## src/rtl/pipeline.vh

```
// Shared ID->EX bundle layout.
// Both the decode-side producer (ds_ex_pipe) and the EX-side unpacking include
// this file, so the two ends of the interface always agree on field placement.
// Bundle, MSB -> LSB:
//   {MemWrite, MemRead, RegWrite, MemtoReg[3:0], Mem_mode[2:0], Mem_read_us,
//    OpControl[10:0], data1[31:0], data2[31:0], rd[4:0]}  = 91 bits
`ifndef PIPELINE_VH
`define PIPELINE_VH

`define ID_RD_W          5
`define ID_XLEN          32
`define ID_M2R_W         4
`define ID_MODE_W        3
`define ID_OPC_W         11

`define ID_RD_LSB        0
`define ID_DATA2_LSB     5
`define ID_DATA1_LSB     37
`define ID_OPC_LSB       69
`define ID_RUS_BIT       80
`define ID_MODE_LSB      81
`define ID_M2R_LSB       84
`define ID_REGWRITE_BIT  88
`define ID_MEMREAD_BIT   89
`define ID_MEMWRITE_BIT  90

`define ID_DATA          91

`endif

```

## src/rtl/ds_ex_pipe_pkg.sv

```systemverilog
// ds_ex_pipe_pkg
// Shared types for the ID->EX pipeline slice. The packed bundle struct mirrors
// the bit layout in pipeline.vh field for field, so a struct value can be
// driven straight onto the flat ds_ex_reg_data port.
package ds_ex_pipe_pkg;

`include "pipeline.vh"

  localparam int ID_DATA_W = `ID_DATA;

  typedef struct packed {
    logic                    mem_write;
    logic                    mem_read;
    logic                    reg_write;
    logic [`ID_M2R_W-1:0]    mem_to_reg;
    logic [`ID_MODE_W-1:0]   mem_mode;
    logic                    mem_read_us;
    logic [`ID_OPC_W-1:0]    op_control;
    logic [`ID_XLEN-1:0]     data1;
    logic [`ID_XLEN-1:0]     data2;
    logic [`ID_RD_W-1:0]     rd;
  } id_bundle_t;

endpackage

```

## src/rtl/ds_load_use_detect.sv

```systemverilog
// ds_load_use_detect
// Purely combinational load-use hazard detector. Flags a hazard when the
// instruction held for EX is a valid load that writes a non-zero rd, and the
// decoding instruction actually reads that register through rs1 or rs2.
// Ports:
//   ex_valid_i, ex_mem_read_i, ex_reg_write_i, ex_rd_i : held ID/EX instruction
//   rs1_i, rs2_i, rs1_used_i, rs2_used_i              : decoding instruction sources
//   hz_o                                              : hazard present
module ds_load_use_detect
  import ds_ex_pipe_pkg::*;
#(
  parameter int RD_W = 5
) (
  input  logic            ex_valid_i,
  input  logic            ex_mem_read_i,
  input  logic            ex_reg_write_i,
  input  logic [RD_W-1:0] ex_rd_i,
  input  logic [RD_W-1:0] rs1_i,
  input  logic [RD_W-1:0] rs2_i,
  input  logic            rs1_used_i,
  input  logic            rs2_used_i,
  output logic            hz_o
);

  logic [2*RD_W-1:0] rs_flat;
  logic [1:0]        used;
  logic [1:0]        src_hit;
  logic              ex_is_load_wb;

  assign rs_flat = {rs2_i, rs1_i};
  assign used    = {rs2_used_i, rs1_used_i};

  // A source only matters when the instruction really reads it; an unused
  // field may carry arbitrary immediate bits.
  genvar gi;
  generate
    for (gi = 0; gi < 2; gi++) begin : g_src
      assign src_hit[gi] = used[gi] & (rs_flat[gi*RD_W +: RD_W] == ex_rd_i);
    end
  endgenerate

  // x0 is hardwired, so a load targeting it never produces a dependency.
  assign ex_is_load_wb = ex_valid_i & ex_mem_read_i & ex_reg_write_i & (|ex_rd_i);
  assign hz_o          = ex_is_load_wb & (|src_hit);

endmodule

```

## src/rtl/ds_ex_pipe.sv

```systemverilog
// ds_ex_pipe
// Decode-side producer of the ID->EX interface: packs decoded control and
// operands into the ID/EX pipeline register, runs the valid/allowin handshake
// toward EX, honours branch flushes and inserts one bubble per load-use hazard.
// Ports:
//   clk, rst          : clock, synchronous active-high reset
//   ds_*              : decoded instruction fields and valid from decode
//   es_allowin        : EX can accept this cycle
//   flush             : redirect; kills whatever is entering EX
//   ds_allowin        : decode may advance
//   ds_ex_reg_valid   : bundle valid toward EX
//   ds_ex_reg_data    : packed bundle (layout in pipeline.vh)
//   load_use_stall    : hazard bubble this cycle
//   bubble_cnt        : bubble counter, only with DS_EX_PERF_CNT_EN defined
// Optional feature macro: DS_EX_PERF_CNT_EN (adds bubble_cnt).
`include "pipeline.vh"

module ds_ex_pipe
  import ds_ex_pipe_pkg::*;
#(
  parameter int RD_W = 5,
  parameter int XLEN = 32
) (
  input  logic                clk,
  input  logic                rst,
  input  logic                ds_valid,
  input  logic                ds_MemWrite,
  input  logic                ds_MemRead,
  input  logic                ds_RegWrite,
  input  logic [3:0]          ds_MemtoReg,
  input  logic [2:0]          ds_Mem_mode,
  input  logic                ds_Mem_read_us,
  input  logic [10:0]         ds_OpControl,
  input  logic [XLEN-1:0]     ds_data1,
  input  logic [XLEN-1:0]     ds_data2,
  input  logic [RD_W-1:0]     ds_rd,
  input  logic [RD_W-1:0]     ds_rs1,
  input  logic [RD_W-1:0]     ds_rs2,
  input  logic                ds_rs1_used,
  input  logic                ds_rs2_used,
  input  logic                es_allowin,
  input  logic                flush,
  output logic                ds_allowin,
  output logic                ds_ex_reg_valid,
  output logic [`ID_DATA-1:0] ds_ex_reg_data,
`ifdef DS_EX_PERF_CNT_EN
  output logic [31:0]         bubble_cnt,
`endif
  output logic                load_use_stall
);

  logic       valid_q, valid_d;
  id_bundle_t data_q, data_d, data_in;
  logic       hz;
  logic       ds_ready_go;
  logic       ds_to_es;

  always_comb begin
    data_in             = '0;
    data_in.mem_write   = ds_MemWrite;
    data_in.mem_read    = ds_MemRead;
    data_in.reg_write   = ds_RegWrite;
    data_in.mem_to_reg  = ds_MemtoReg;
    data_in.mem_mode    = ds_Mem_mode;
    data_in.mem_read_us = ds_Mem_read_us;
    data_in.op_control  = ds_OpControl;
    data_in.data1       = ds_data1;
    data_in.data2       = ds_data2;
    data_in.rd          = ds_rd;
  end

  ds_load_use_detect #(
    .RD_W (RD_W)
  ) u_detect (
    .ex_valid_i     (valid_q),
    .ex_mem_read_i  (data_q.mem_read),
    .ex_reg_write_i (data_q.reg_write),
    .ex_rd_i        (data_q.rd),
    .rs1_i          (ds_rs1),
    .rs2_i          (ds_rs2),
    .rs1_used_i     (ds_rs1_used),
    .rs2_used_i     (ds_rs2_used),
    .hz_o           (hz)
  );

  assign ds_ready_go    = ~hz;
  assign ds_allowin     = ~ds_valid | (ds_ready_go & es_allowin);
  assign ds_to_es       = ds_valid & ds_ready_go & es_allowin;
  assign load_use_stall = ds_valid & hz;

  // Flush kills the slot even when EX is stalled; the payload is left alone
  // since a cleared valid already makes it dead. On a hazard with EX ready,
  // ds_to_es is low so a bubble (valid=0) is written and decode holds.
  always_comb begin
    valid_d = valid_q;
    data_d  = data_q;
    if (flush) begin
      valid_d = 1'b0;
    end else if (es_allowin) begin
      valid_d = ds_to_es;
      if (ds_to_es) begin
        data_d = data_in;
      end
    end
  end

  always_ff @(posedge clk) begin
    if (rst) begin
      valid_q <= 1'b0;
      data_q  <= '0;
    end else begin
      valid_q <= valid_d;
      data_q  <= data_d;
    end
  end

  assign ds_ex_reg_valid = valid_q;
  assign ds_ex_reg_data  = data_q;

`ifdef DS_EX_PERF_CNT_EN
  logic [31:0] bubble_cnt_q, bubble_cnt_d;

  // Count only bubbles that actually land in the register: a flush or an
  // EX stall in the same cycle means no bubble was inserted.
  always_comb begin
    bubble_cnt_d = bubble_cnt_q;
    if (load_use_stall & es_allowin & ~flush) begin
      bubble_cnt_d = bubble_cnt_q + 32'd1;
    end
  end

  always_ff @(posedge clk) begin
    if (rst) begin
      bubble_cnt_q <= '0;
    end else begin
      bubble_cnt_q <= bubble_cnt_d;
    end
  end

  assign bubble_cnt = bubble_cnt_q;
`endif

endmodule

```

## config.mk

```make
export PLATFORM = sky130hd
export DESIGN_NAME = ds_ex_pipe
export DESIGN_NICKNAME = d
export VERILOG_FILES = /design/src/rtl/ds_ex_pipe_pkg.sv /design/src/rtl/ds_load_use_detect.sv /design/src/rtl/ds_ex_pipe.sv
export VERILOG_INCLUDE_DIRS = /design/src /design/src/rtl
export SDC_FILE = /design/constraint.sdc
export NUM_CORES = 1
export LEC_CHECK = 0
export ABC_AREA = 1
export CORE_MARGIN = 5
export CORE_UTILIZATION = 40
export CTS_CLUSTER_DIAMETER = 120
export DETAILED_ROUTE_END_ITERATION = 10
export PLACE_DENSITY_LB_ADDON = 0.25
export REMOVE_ABC_BUFFERS = 1
export SETUP_SLACK_MARGIN = 0.1
export SYNTH_ARGS = -nofsm -noshare
export SYNTH_HDL_FRONTEND = slang
export SYNTH_SLANG_ARGS = --single-unit
```

## constraint.sdc

```tcl
create_clock -name clk -period 1.75 [get_ports clk]
set_input_delay 0.35 -clock clk [delete_from_list [all_inputs] [get_ports clk]]
set_output_delay 0.35 -clock clk [all_outputs]
set_load 0.005 [all_outputs]
```

==> results of run 1 <==
-- Yosys cell counts --
library cell,instances
a21oi_1,1
buf_4,12
buf_6,10
clkbuf_1,10
dfxtp_1,92
inv_1,102
inv_2,3
nand2_1,215
nand2_2,1
nand3_1,3
nand4_1,2
nand4_2,1
nor2_1,192
-- path summary, 6_finish.rpt --
kind	endpoint	slack [ns]	depth (start not counted)
max	ds_ex_reg_data[58]$_SDFFE_PP0P_	-0.07	14
min	ds_ex_reg_valid$_SDFFE_PP0P_	0.48	2
max reg2reg	ds_ex_reg_data[58]$_SDFFE_PP0P_	-0.06	14
min reg2reg	ds_ex_reg_valid$_SDFFE_PP0P_	0.48	2
-- what timing repair did --
item / in CTS / in global routing
gates cloned: 2 / 9
setup buffers: 8 / 0
setup endpoints to repair: 97 / 94
resized for setup: 81 / 20
pin swaps: 13 / 8
-- layout make-up --
cell class	instances	area, µm²
fillers	810	2900
repair buffers	237	2550
flip-flops and latches	92	1860
multi-input cells	415	1740
inverters	105	399
well taps	133	166
clock buffers	10	128
clock inverters	5	77.6
-- critical path: cells and delay by family --
family        cells  cell delay, ns
simple gates     10            0.73
buf+inv           4            1.02
-- registers in the layout, indices dropped and copies added (netlist names) --
register         cells
ds_ex_reg_valid      1
ds_ex_reg_data      91
-- stage by stage --
step           hold slack, ns  setup TNS [ns]  cells  area [µm²]
2_1_floorplan           0.467         -176.25    612        3810
3_3_place_gp            0.475          -37.96    963        6180
3_5_place_dp            0.485          -40.40    963        6180
4_1_cts                 0.494         -0.0778    988        6650
5_1_grt                 0.529          -12.90    997        6920
6_report                0.479           -1.39    997        6920
-- where the power goes --
group / internal, mW / switching (mW)
sequential: 2.20 / 0.0611
clock: 0.794 / 0.742
combinational: 0.592 / 0.389
-- routing by layer --
metal	up-vias	track usage (%)	part of all wire (%)	wire, µm
li1	2256	-	-	-
met1	1900	22.4	43	5520
met2	163	31.2	47	6030
met3	18	6.93	8.7	1130
met4	0	6.32	1.7	213
met5	-	0	0	0
-- cell families after synthesis --
logic type | Yosys count | synth area share [%]
buffers and inverters | 137 | 15.6
DFF | 92 | 45.4
and+or+nand+nor | 414 | 38.8
AOI/OAI and AO/OA | 1 | 0.123
==> summary.md, run 1 <==
| Metric | Value |
|---|---|
| CTS Buf Count | 9 |
| Post-Syn Area | 0.00406 mm² |
| Post-synth top area share | 45.4% |
| Die Wd | 111 µm |
| Critical Path AT | 2.11 ns |
| Minimum clock period | 1.82 ns |
| Startpoint Class | input port |
| Synth Register Bits | 92 |
| Reg clk slew, reported paths | 0.09 ns |
| Post-Place Worst Slack | -0.526 ns |
| # IOs | 202 |
| Final core utilization | 70.4% |
| Cells taking the most area after synthesis | dfxtp_1, nand2_1, nor2_1 |
| CP Launch Point | ds_rs1[0] |
| Hold-fix buffers, CTS | 0 |
| H-tree depth | 3 |
| Endpoints failing setup | 57 |
| Status | finished with violations |
| Placeable Area | 0.00982 mm² |
| Synth area leader | dfxtp_1 |
| Critical path endpoint category | flip-flop |
| GRT overflow | 0 |
| Fin. max-slew vios | 0 |
| Drt via density | 4.35 |
| Worst-case clock buffer depth | 2 |
| Final WL | 12900 µm |
| Worst-path fanout max | 14 |
| Largest net degree at the start of global routing | 54 |
| R2r startpoint | ds_ex_reg_data[2]$_SDFFE_PP0P_ |
| Total power | 4.78 mW |
| Max Clk Rate | 548 MHz |
| PnR worst setup slack | -0.0737 ns |
| Slowest-stage cell, CP | clkdlybuf4s50_1 |
| Failing checks | setup timing |
| RSZ-0062 raised after global routing | true |
| Die Y | 111 µm |
| Yosys cell types | 13 |
| Clk_lat worst skew | 0.35 ns |
| Via Count | 4337 |
| Most common cell after layout, fill and taps aside | clkdlybuf4s50_1 |
| Nets | 968 |
| Mapped Cells | 644 |
| Seq/Total Area, Yosys | 45.4% |
| Syn avg cell area | 6.30 µm² |
| Worst-Margin Slew | 0.240 ns |
| Die Area | 0.0123 mm² |
| Most frequent CP cell | nand2_1 |
| PD cells | 691 mW/mm² |
| Synthesis Warnings | 0 |
| Max Cap Viol | 0 |
| Area Growth Syn to Fin | 70.6% |
| DRC violation count after routing | 0 |
| Initial antenna violation count | 0 |
| Worst VDD drop | 0.385 mV |
| Crit-path cells | clkdlybuf4s50_1 -> nand2_1 -> nand2_1 -> nor2_1 -> nand3_1 -> nand2_1 -> nand2_2 -> buf_4 -> nand4_4 -> buf_12 -> clkbuf_16 -> nand2_2 -> nand2_1 -> nor2_1 |
| Commonest cells after routing, fill and taps aside | clkdlybuf4s50_1, nor2_1, nand2_1, inv_1, dfxtp_1 |
| Clk sinks | 92 |
| TritonCTS clock tree | yes |
| GP Congestion | 0.869 |
| Leakage | 3.44 nW |
| Drt wl/cell | 12.9 µm |
| Antenna cells | 0 |
| Root buf cell | clkbuf_8 |
| Vias in the first global route | 4127 |
| Critical Path RT | 2.04 ns |
| Site Rows | 36 |
| Final ANT Viol Nets | 0 |
| Starting Density | 41.3% |
| Hold Crit Class | flip-flop to flip-flop |
| Fin crit share | 104% |
| DP HPWL | 8290 µm |
| DRT iter0 DRCs | 293 |
| Setup Crit Path Kind | input port to flip-flop |
| Final hold vios | 0 |
| Slew margin rel. | 84.0% |
| HP Start | ds_ex_reg_valid$_SDFFE_PP0P_ |
| IO buf count | 201 |
| Clk_skew | 0.0126 ns |
| GRT Total Usage | 18.8% |
| Layout cells sized above 1 | 14.1% |
| Max incr delay on CP | 0.49 ns |
| TritonRoute pass-1 iters | 4 |
| First-pass GRT wire length | 19400 µm |
Note: power is estimated with default switching activity, not from simulation.
==> inputs of run 2 (changes only) <==
- GPL_TIMING_DRIVEN: unset -> 1
==> results of run 2 <==
Final layout, timing and power as in run 1 (identical DEF).
